**src/rtl/axis_gen_ctrl_pkg.sv**
```systemverilog
// Shared definitions for the axis_data_generator burst controller.
// Optional watchdog is enabled by defining AXIS_GEN_WDOG_EN.
package axis_gen_ctrl_pkg;

  localparam int unsigned DefBurstSize     = 99;
  localparam int unsigned DefBurstCntW     = 16;
  localparam int unsigned DefGapW          = 16;
  localparam int unsigned DefTimeoutCycles = 1024;

  typedef enum logic [1:0] {
    StIdle,
    StRun,
    StGap,
    StDone
  } ctrl_state_e;

endpackage

```
**src/rtl/axis_beat_monitor.sv**
```systemverilog
// Beat counter and burst-length checker for the tapped AXIS handshake.
// With AXIS_GEN_WDOG_EN defined it also counts stall cycles and pulses stall_o on timeout.
module axis_beat_monitor
  import axis_gen_ctrl_pkg::*;
#(
  parameter int unsigned BURST_SIZE = DefBurstSize
`ifdef AXIS_GEN_WDOG_EN
  ,
  parameter int unsigned TIMEOUT_CYCLES = DefTimeoutCycles
`endif
) (
  input  logic clk_i,
  input  logic a_rst_i,
  input  logic active_i,
  input  logic clear_i,
  input  logic tvalid_i,
  input  logic tready_i,
  input  logic tlast_i,
  output logic last_o,
  output logic len_err_o,
  output logic stall_o
);

  // One spare code so an over-long burst saturates instead of wrapping onto BURST_SIZE.
  localparam int unsigned CntW = $clog2(BURST_SIZE + 2);

  logic            beat;
  logic [CntW-1:0] beat_cnt_q;

  assign beat      = active_i && tvalid_i && tready_i;
  assign last_o    = beat && tlast_i;
  assign len_err_o = last_o && (beat_cnt_q != CntW'(BURST_SIZE));

  // Index of the next beat within the current burst.
  always_ff @(posedge clk_i or posedge a_rst_i) begin
    if (a_rst_i) begin
      beat_cnt_q <= '0;
    end else if (clear_i || last_o) begin
      beat_cnt_q <= '0;
    end else if (beat && !(&beat_cnt_q)) begin
      beat_cnt_q <= beat_cnt_q + CntW'(1);
    end
  end

`ifdef AXIS_GEN_WDOG_EN
  localparam int unsigned StallW = $clog2(TIMEOUT_CYCLES + 1);

  logic [StallW-1:0] stall_q;

  // Pulse on the stall cycle that brings the count to TIMEOUT_CYCLES.
  assign stall_o = active_i && !beat && (stall_q == StallW'(TIMEOUT_CYCLES - 1));

  // Consecutive RUN cycles without a beat.
  always_ff @(posedge clk_i or posedge a_rst_i) begin
    if (a_rst_i) begin
      stall_q <= '0;
    end else if (!active_i || beat) begin
      stall_q <= '0;
    end else begin
      stall_q <= stall_q + StallW'(1);
    end
  end
`else
  assign stall_o = 1'b0;
`endif

endmodule

```
**src/rtl/axis_gen_burst_ctrl.sv**
```systemverilog
// Burst sequencer for axis_data_generator: gates enable per burst, inserts gaps,
// stops on burst count or abort, and flags bad burst lengths.
// Define AXIS_GEN_WDOG_EN to add the stall watchdog driving timeout_o.
module axis_gen_burst_ctrl
  import axis_gen_ctrl_pkg::*;
#(
  parameter int unsigned BURST_SIZE  = DefBurstSize,
  parameter int unsigned BURST_CNT_W = DefBurstCntW,
  parameter int unsigned GAP_W       = DefGapW
`ifdef AXIS_GEN_WDOG_EN
  ,
  parameter int unsigned TIMEOUT_CYCLES = DefTimeoutCycles
`endif
) (
  input  logic                   clk_i,
  input  logic                   a_rst_i,
  input  logic                   start_i,
  input  logic                   abort_i,
  input  logic [BURST_CNT_W-1:0] num_bursts_i,
  input  logic [GAP_W-1:0]       gap_cycles_i,
  output logic                   gen_enable_o,
  input  logic                   mon_tvalid_i,
  input  logic                   mon_tready_i,
  input  logic                   mon_tlast_i,
  output logic                   busy_o,
  output logic                   done_o,
  output logic [BURST_CNT_W-1:0] bursts_done_o,
  output logic                   len_err_o,
  output logic                   timeout_o
);

  ctrl_state_e            state_q;
  logic [BURST_CNT_W-1:0] num_q, bursts_q, bursts_inc;
  logic [GAP_W-1:0]       gap_q, gap_cnt_q;
  logic                   abort_pend_q, enable_q, busy_q, done_q, len_err_q;
  logic                   mon_active, mon_clear, mon_last, mon_len_err, mon_stall;

  assign mon_active = (state_q == StRun);
  assign mon_clear  = (state_q == StIdle) && start_i;
  assign bursts_inc = (&bursts_q) ? bursts_q : bursts_q + BURST_CNT_W'(1);

  axis_beat_monitor #(
    .BURST_SIZE    (BURST_SIZE)
`ifdef AXIS_GEN_WDOG_EN
    ,
    .TIMEOUT_CYCLES(TIMEOUT_CYCLES)
`endif
  ) u_mon (
    .clk_i    (clk_i),
    .a_rst_i  (a_rst_i),
    .active_i (mon_active),
    .clear_i  (mon_clear),
    .tvalid_i (mon_tvalid_i),
    .tready_i (mon_tready_i),
    .tlast_i  (mon_tlast_i),
    .last_o   (mon_last),
    .len_err_o(mon_len_err),
    .stall_o  (mon_stall)
  );

  // Sequencer FSM; every output is registered alongside the state transition.
  always_ff @(posedge clk_i or posedge a_rst_i) begin
    if (a_rst_i) begin
      state_q      <= StIdle;
      num_q        <= '0;
      bursts_q     <= '0;
      gap_q        <= '0;
      gap_cnt_q    <= '0;
      abort_pend_q <= 1'b0;
      enable_q     <= 1'b0;
      busy_q       <= 1'b0;
      done_q       <= 1'b0;
      len_err_q    <= 1'b0;
    end else begin
      done_q <= 1'b0;
      unique case (state_q)
        StIdle: begin
          if (start_i) begin
            state_q      <= StRun;
            num_q        <= num_bursts_i;
            gap_q        <= gap_cycles_i;
            bursts_q     <= '0;
            len_err_q    <= 1'b0;
            abort_pend_q <= 1'b0;
            enable_q     <= 1'b1;
            busy_q       <= 1'b1;
          end
        end
        StRun: begin
          if (mon_len_err) len_err_q <= 1'b1;
          if (mon_last) begin
            bursts_q <= bursts_inc;
            if (abort_pend_q || abort_i || ((num_q != '0) && (bursts_inc == num_q))) begin
              state_q  <= StDone;
              done_q   <= 1'b1;
              busy_q   <= 1'b0;
              enable_q <= 1'b0;
            end else if (gap_q != '0) begin
              state_q   <= StGap;
              gap_cnt_q <= gap_q - GAP_W'(1);
              enable_q  <= 1'b0;
            end
          end else if (mon_stall) begin
            state_q  <= StDone;
            done_q   <= 1'b1;
            busy_q   <= 1'b0;
            enable_q <= 1'b0;
          end else if (abort_i) begin
            abort_pend_q <= 1'b1;
          end
        end
        StGap: begin
          if (abort_i) begin
            state_q <= StDone;
            done_q  <= 1'b1;
            busy_q  <= 1'b0;
          end else if (gap_cnt_q == '0) begin
            state_q  <= StRun;
            enable_q <= 1'b1;
          end else begin
            gap_cnt_q <= gap_cnt_q - GAP_W'(1);
          end
        end
        StDone: begin
          state_q <= StIdle;
        end
        default: state_q <= StIdle;
      endcase
    end
  end

`ifdef AXIS_GEN_WDOG_EN
  logic timeout_q;

  // Sticky watchdog flag, cleared only by a new start.
  always_ff @(posedge clk_i or posedge a_rst_i) begin
    if (a_rst_i) begin
      timeout_q <= 1'b0;
    end else if (mon_clear) begin
      timeout_q <= 1'b0;
    end else if (mon_stall) begin
      timeout_q <= 1'b1;
    end
  end

  assign timeout_o = timeout_q;
`else
  assign timeout_o = 1'b0;
`endif

  assign gen_enable_o  = enable_q;
  assign busy_o        = busy_q;
  assign done_o        = done_q;
  assign bursts_done_o = bursts_q;
  assign len_err_o     = len_err_q;

endmodule
```
**config.mk**
```make
export PLATFORM = sky130hd
export DESIGN_NAME = axis_gen_burst_ctrl
export DESIGN_NICKNAME = d
export VERILOG_FILES = /design/src/rtl/axis_gen_ctrl_pkg.sv /design/src/rtl/axis_beat_monitor.sv /design/src/rtl/axis_gen_burst_ctrl.sv
export SDC_FILE = /design/constraint.sdc
export NUM_CORES = 1
export LEC_CHECK = 0
export CORE_ASPECT_RATIO = 0.9
export CORE_MARGIN = 1
export CORE_UTILIZATION = 50
export DETAILED_ROUTE_END_ITERATION = 10
export GPL_ROUTABILITY_DRIVEN = 0
export PLACE_DENSITY = 0.75
export SLEW_MARGIN = 25
export SYNTH_ARGS = -nofsm -noshare
export SYNTH_HDL_FRONTEND = slang
export SYNTH_SLANG_ARGS = --single-unit
```
**constraint.sdc**
```tcl
create_clock -name clk_i -period 5.35 [get_ports clk_i]
set_input_delay 0.535 -clock clk_i [delete_from_list [all_inputs] [get_ports clk_i]]
set_output_delay 0.535 -clock clk_i [all_outputs]
set_load 0.03 [all_outputs]
```
==> impl_metrics.toml <==
[run_status]
run_status = "finished, final reports clean"

[global_route]
top_usage_layer = "met1"
gr-usage-met2 = 0.363
grt_pass1_wl_um = 20300
antenna_found_initial = 0
grt_usage = 0.247
gr-usage-met1 = 0.371
grt_max_degree = 49
grt_pass1_vias = 4057
globalRouteMet3Util = 0.0423
grt_overflow = 0

[cts]
hold_buffers = 0
clkTransAtPathRegs_ns = 0.08
cts_setup_buffers = 0
cts_root_buf = "clkbuf_8"
cts_resized = 0
ctsLongestPathBuffers = 2
cts_inserted_buffers = 9
clk_latency_ns = 0.37
cts_tree = "done"
h-tree-depth = 3
cts_sinks = 78

[routing]
wire_per_inst_um = 17.3
vias = 4493
wirelength_um = 12300
drt_first_pass_iters = 5
drc = 0
vias_per_cell = 6.30
drt_iter0_drc = 326
antenna_left = 0

[pwr]
internal-power_uw = 1650
pwr-share-clk = 0.156
cellPowerDensity_nw_per_um2 = 494
ir_drop_mv = 0.245
swShare = 0.430
pwr-share-comb = 0.455
p_sw_uw = 1240
power_frac_seq = 0.389
p_leak_uw = 0.00233

[sta]
holdWs_ns = 0.503
rsz0062_at_grt = "no"
finalHoldViolCount = 0
worstMarginPinSlew_ns = 0.683
skew_ns = 0.00892
slew_headroom = 0.544
drv_slew = 0
fin_tns_setup_ns = 0
period_minus_slack_ns = 3.75
min_period_over_period = 0.700
fmax_mhz = 267
setup_violations = 0

[yosys]
syn_inst = 542
yosysTopAreaCellShare = 0.387
synth_seq_cells = 78
syn-num-nets = 589
synth-edff-count = 0
synth-main-ff-cell = "dfrtp_1"
synth.largest_area_cell = "dfrtp_1"
yosysWarningCount = 0
avgSynthCellArea_um2 = 9.32
synth_area_leaders = "dfrtp_1 39%, mux2_2 7.6%, nand2_1 4.1%, xor2_1 3.6%, o21ai_0 2.7%"
syn_area_um2 = 5050
yosysUniqueCellTypes = 67
synth-seq-area-share = 0.387
ys_async_sr_fraction = 1.00

[worst_setup_path]
critPathSlowestCell = "dfrtp_1"
worstPathCellList = "ha_1 -> and3_1 -> nand4_2 -> and3_1 -> nor4_1 -> nand4b_1 -> nor4_4 -> o21a_4 -> nor4_1 -> a211o_1"
cp.required_ns = 5.60
cp_max_fo = 33
timing_worst_setup_path_type = "reg2reg"
cp_slowest_stage_delay_ns = 0.50
arrival_ns = 4.00
startpoint_type = "register"
setup.worst_path.end_class = "register"

[final_layout]
fin_nets = 629
area_delta_synth_final_pct = 15.9
fin_util = 0.601
fill_cells = 844
drive_gt1_frac = 0.126
antenna_cells = 0
instances_no_fill = 713

[die]
start_util = 0.518
die_area_um2 = 10500
die_h_um = 97.3
die_w_um = 108
pin_count = 60
rows = 34
core-area_um2 = 9740

[placement]
dp.cells = 697
portBuffers = 58
hpwl_um = 8810

[flow_run]
max-cap-violations = 0

[worst_hold_path]
worst_hold_path_type = "reg2reg"
registers in the layout, summed over array words and instances, names as in the netlist:
signal and flops:
bursts_done_o 16, state_q 2, gen_enable_o 1, abort_pend_q 1, gap_cnt_q 16, u_mon.beat_cnt_q 7
done_o 1, num_q 16, len_err_o 1, busy_o 1, gap_q 16
path summary, 6_finish.rpt:
| check | from | endpoint | slack (ns) | cells after the start |
|---|---|---|---|---|
| worst max-delay path | bursts_done_o[0]$_DFFE_PP0P_ | gap_cnt_q[12]$_DFFE_PP0P_ | 1.60 | 10 |
| worst min-delay path | len_err_o$_DFFE_PP0P_ | len_err_o$_DFFE_PP0P_ | 0.50 | 1 |
| worst max register to register | bursts_done_o[0]$_DFFE_PP0P_ | gap_cnt_q[12]$_DFFE_PP0P_ | 1.60 | 10 |
| worst min register to register | len_err_o$_DFFE_PP0P_ | len_err_o$_DFFE_PP0P_ | 0.50 | 1 |
| max in group asynchronous | a_rst_i | gap_cnt_q[12]$_DFFE_PP0P_ | 3.74 | 3 |
| min in group asynchronous | a_rst_i | num_q[7]$_DFFE_PP0P_ | 0.57 | 2 |
power by group through the flow:
stage	sequential, µW	combinational, µW	clock, µW
final	1130	1310	452
after global routing	1150	1460	487
after CTS	1110	1310	461
after detailed placement	1120	1310	0
after global placement	1110	1260	0
after floorplan	1040	1060	0
synthesized netlist by cell type (7+ instances only):
| library cell | n |
|---|---|
| dfrtp_1 | 78 |
| xnor2_1 | 13 |
| buf_2 | 12 |
| xor2_1 | 21 |
| mux2_2 | 34 |
| o21ai_0 | 27 |
| o31ai_1 | 7 |
| a21oi_1 | 25 |
| nand4_1 | 10 |
| clkbuf_1 | 14 |
| ha_1 | 8 |
| inv_1 | 9 |
| mux2i_1 | 10 |
| nor4_1 | 14 |
| nor3_1 | 21 |
| a31oi_1 | 10 |
| nand2_1 | 55 |
| o21bai_1 | 7 |
| nor2_1 | 32 |
| nand3_1 | 25 |
metal layers:
layer / share of wire / up-vias
li1: - / 2099
met3: 0.072 / 25
met1: 0.47 / 2192
met4: 0.016 / 0
met5: 0 / -
met2: 0.44 / 177
cell families after synthesis:
family                     count (synthesis)  synth area share
muxes                                     44            0.0956
xor gates and xnor gates                  34            0.0590
other                                      1          0.000743
DFF                                       78             0.387
AOI/OAI and AO/OA                        122             0.166
adders and majority gates                  8            0.0198
buffers and inverters                     42            0.0401
and+or+nand+nor                          213             0.232
placed cells by master, fill, tap and decap left out, drive strengths merged, types with 8 or more instances in the layout:
master,netlist,final
nand3,27,27
mux2,34,34
o21ai,27,27
nor4,18,18
a21oi,25,25
nand2,55,55
a31oi,10,10
inv,9,10
nor3,23,23
mux2i,10,10
nand4,13,13
xor2,21,21
ha,8,8
nor2,32,32
xnor2,13,13
dfrtp,78,78
clkbuf,14,10
clkdlybuf4s50,0,58
per-stage QoR:
stage | instance area [µm²] | setup WS (ns) | power, µW
2_1_floorplan | 5050 | 2.40 | 2100
3_3_place_gp | 5650 | 1.68 | 2370
3_5_place_dp | 5650 | 1.53 | 2430
4_1_cts | 5850 | 1.43 | 2890
5_1_grt | 5850 | 1.27 | 3100
6_report | 5850 | 1.60 | 2890
area by class of cell:
cell class	count	area [µm²]	area share
clock buffers	10	128	0.0218
clock inverters	6	71.3	0.0122
inverters	9	33.8	0.00577
multi-input cells	422	2900	0.495
flip-flops and latches	78	1950	0.334
well taps	126	158	0.0269
repair buffers	62	611	0.104
critical path: cells and delay by family, from the launching register on:
| family | cells | cell delay [ns] |
|---|---|---|
| AOI/OAI and AO/OA | 2 | 0.71 |
| DFF | 1 | 0.50 |
| adders and majority gates | 1 | 0.34 |
| and+or+nand+nor | 7 | 2.07 |
No activity file was read; power rests on OpenSTA's default activity.
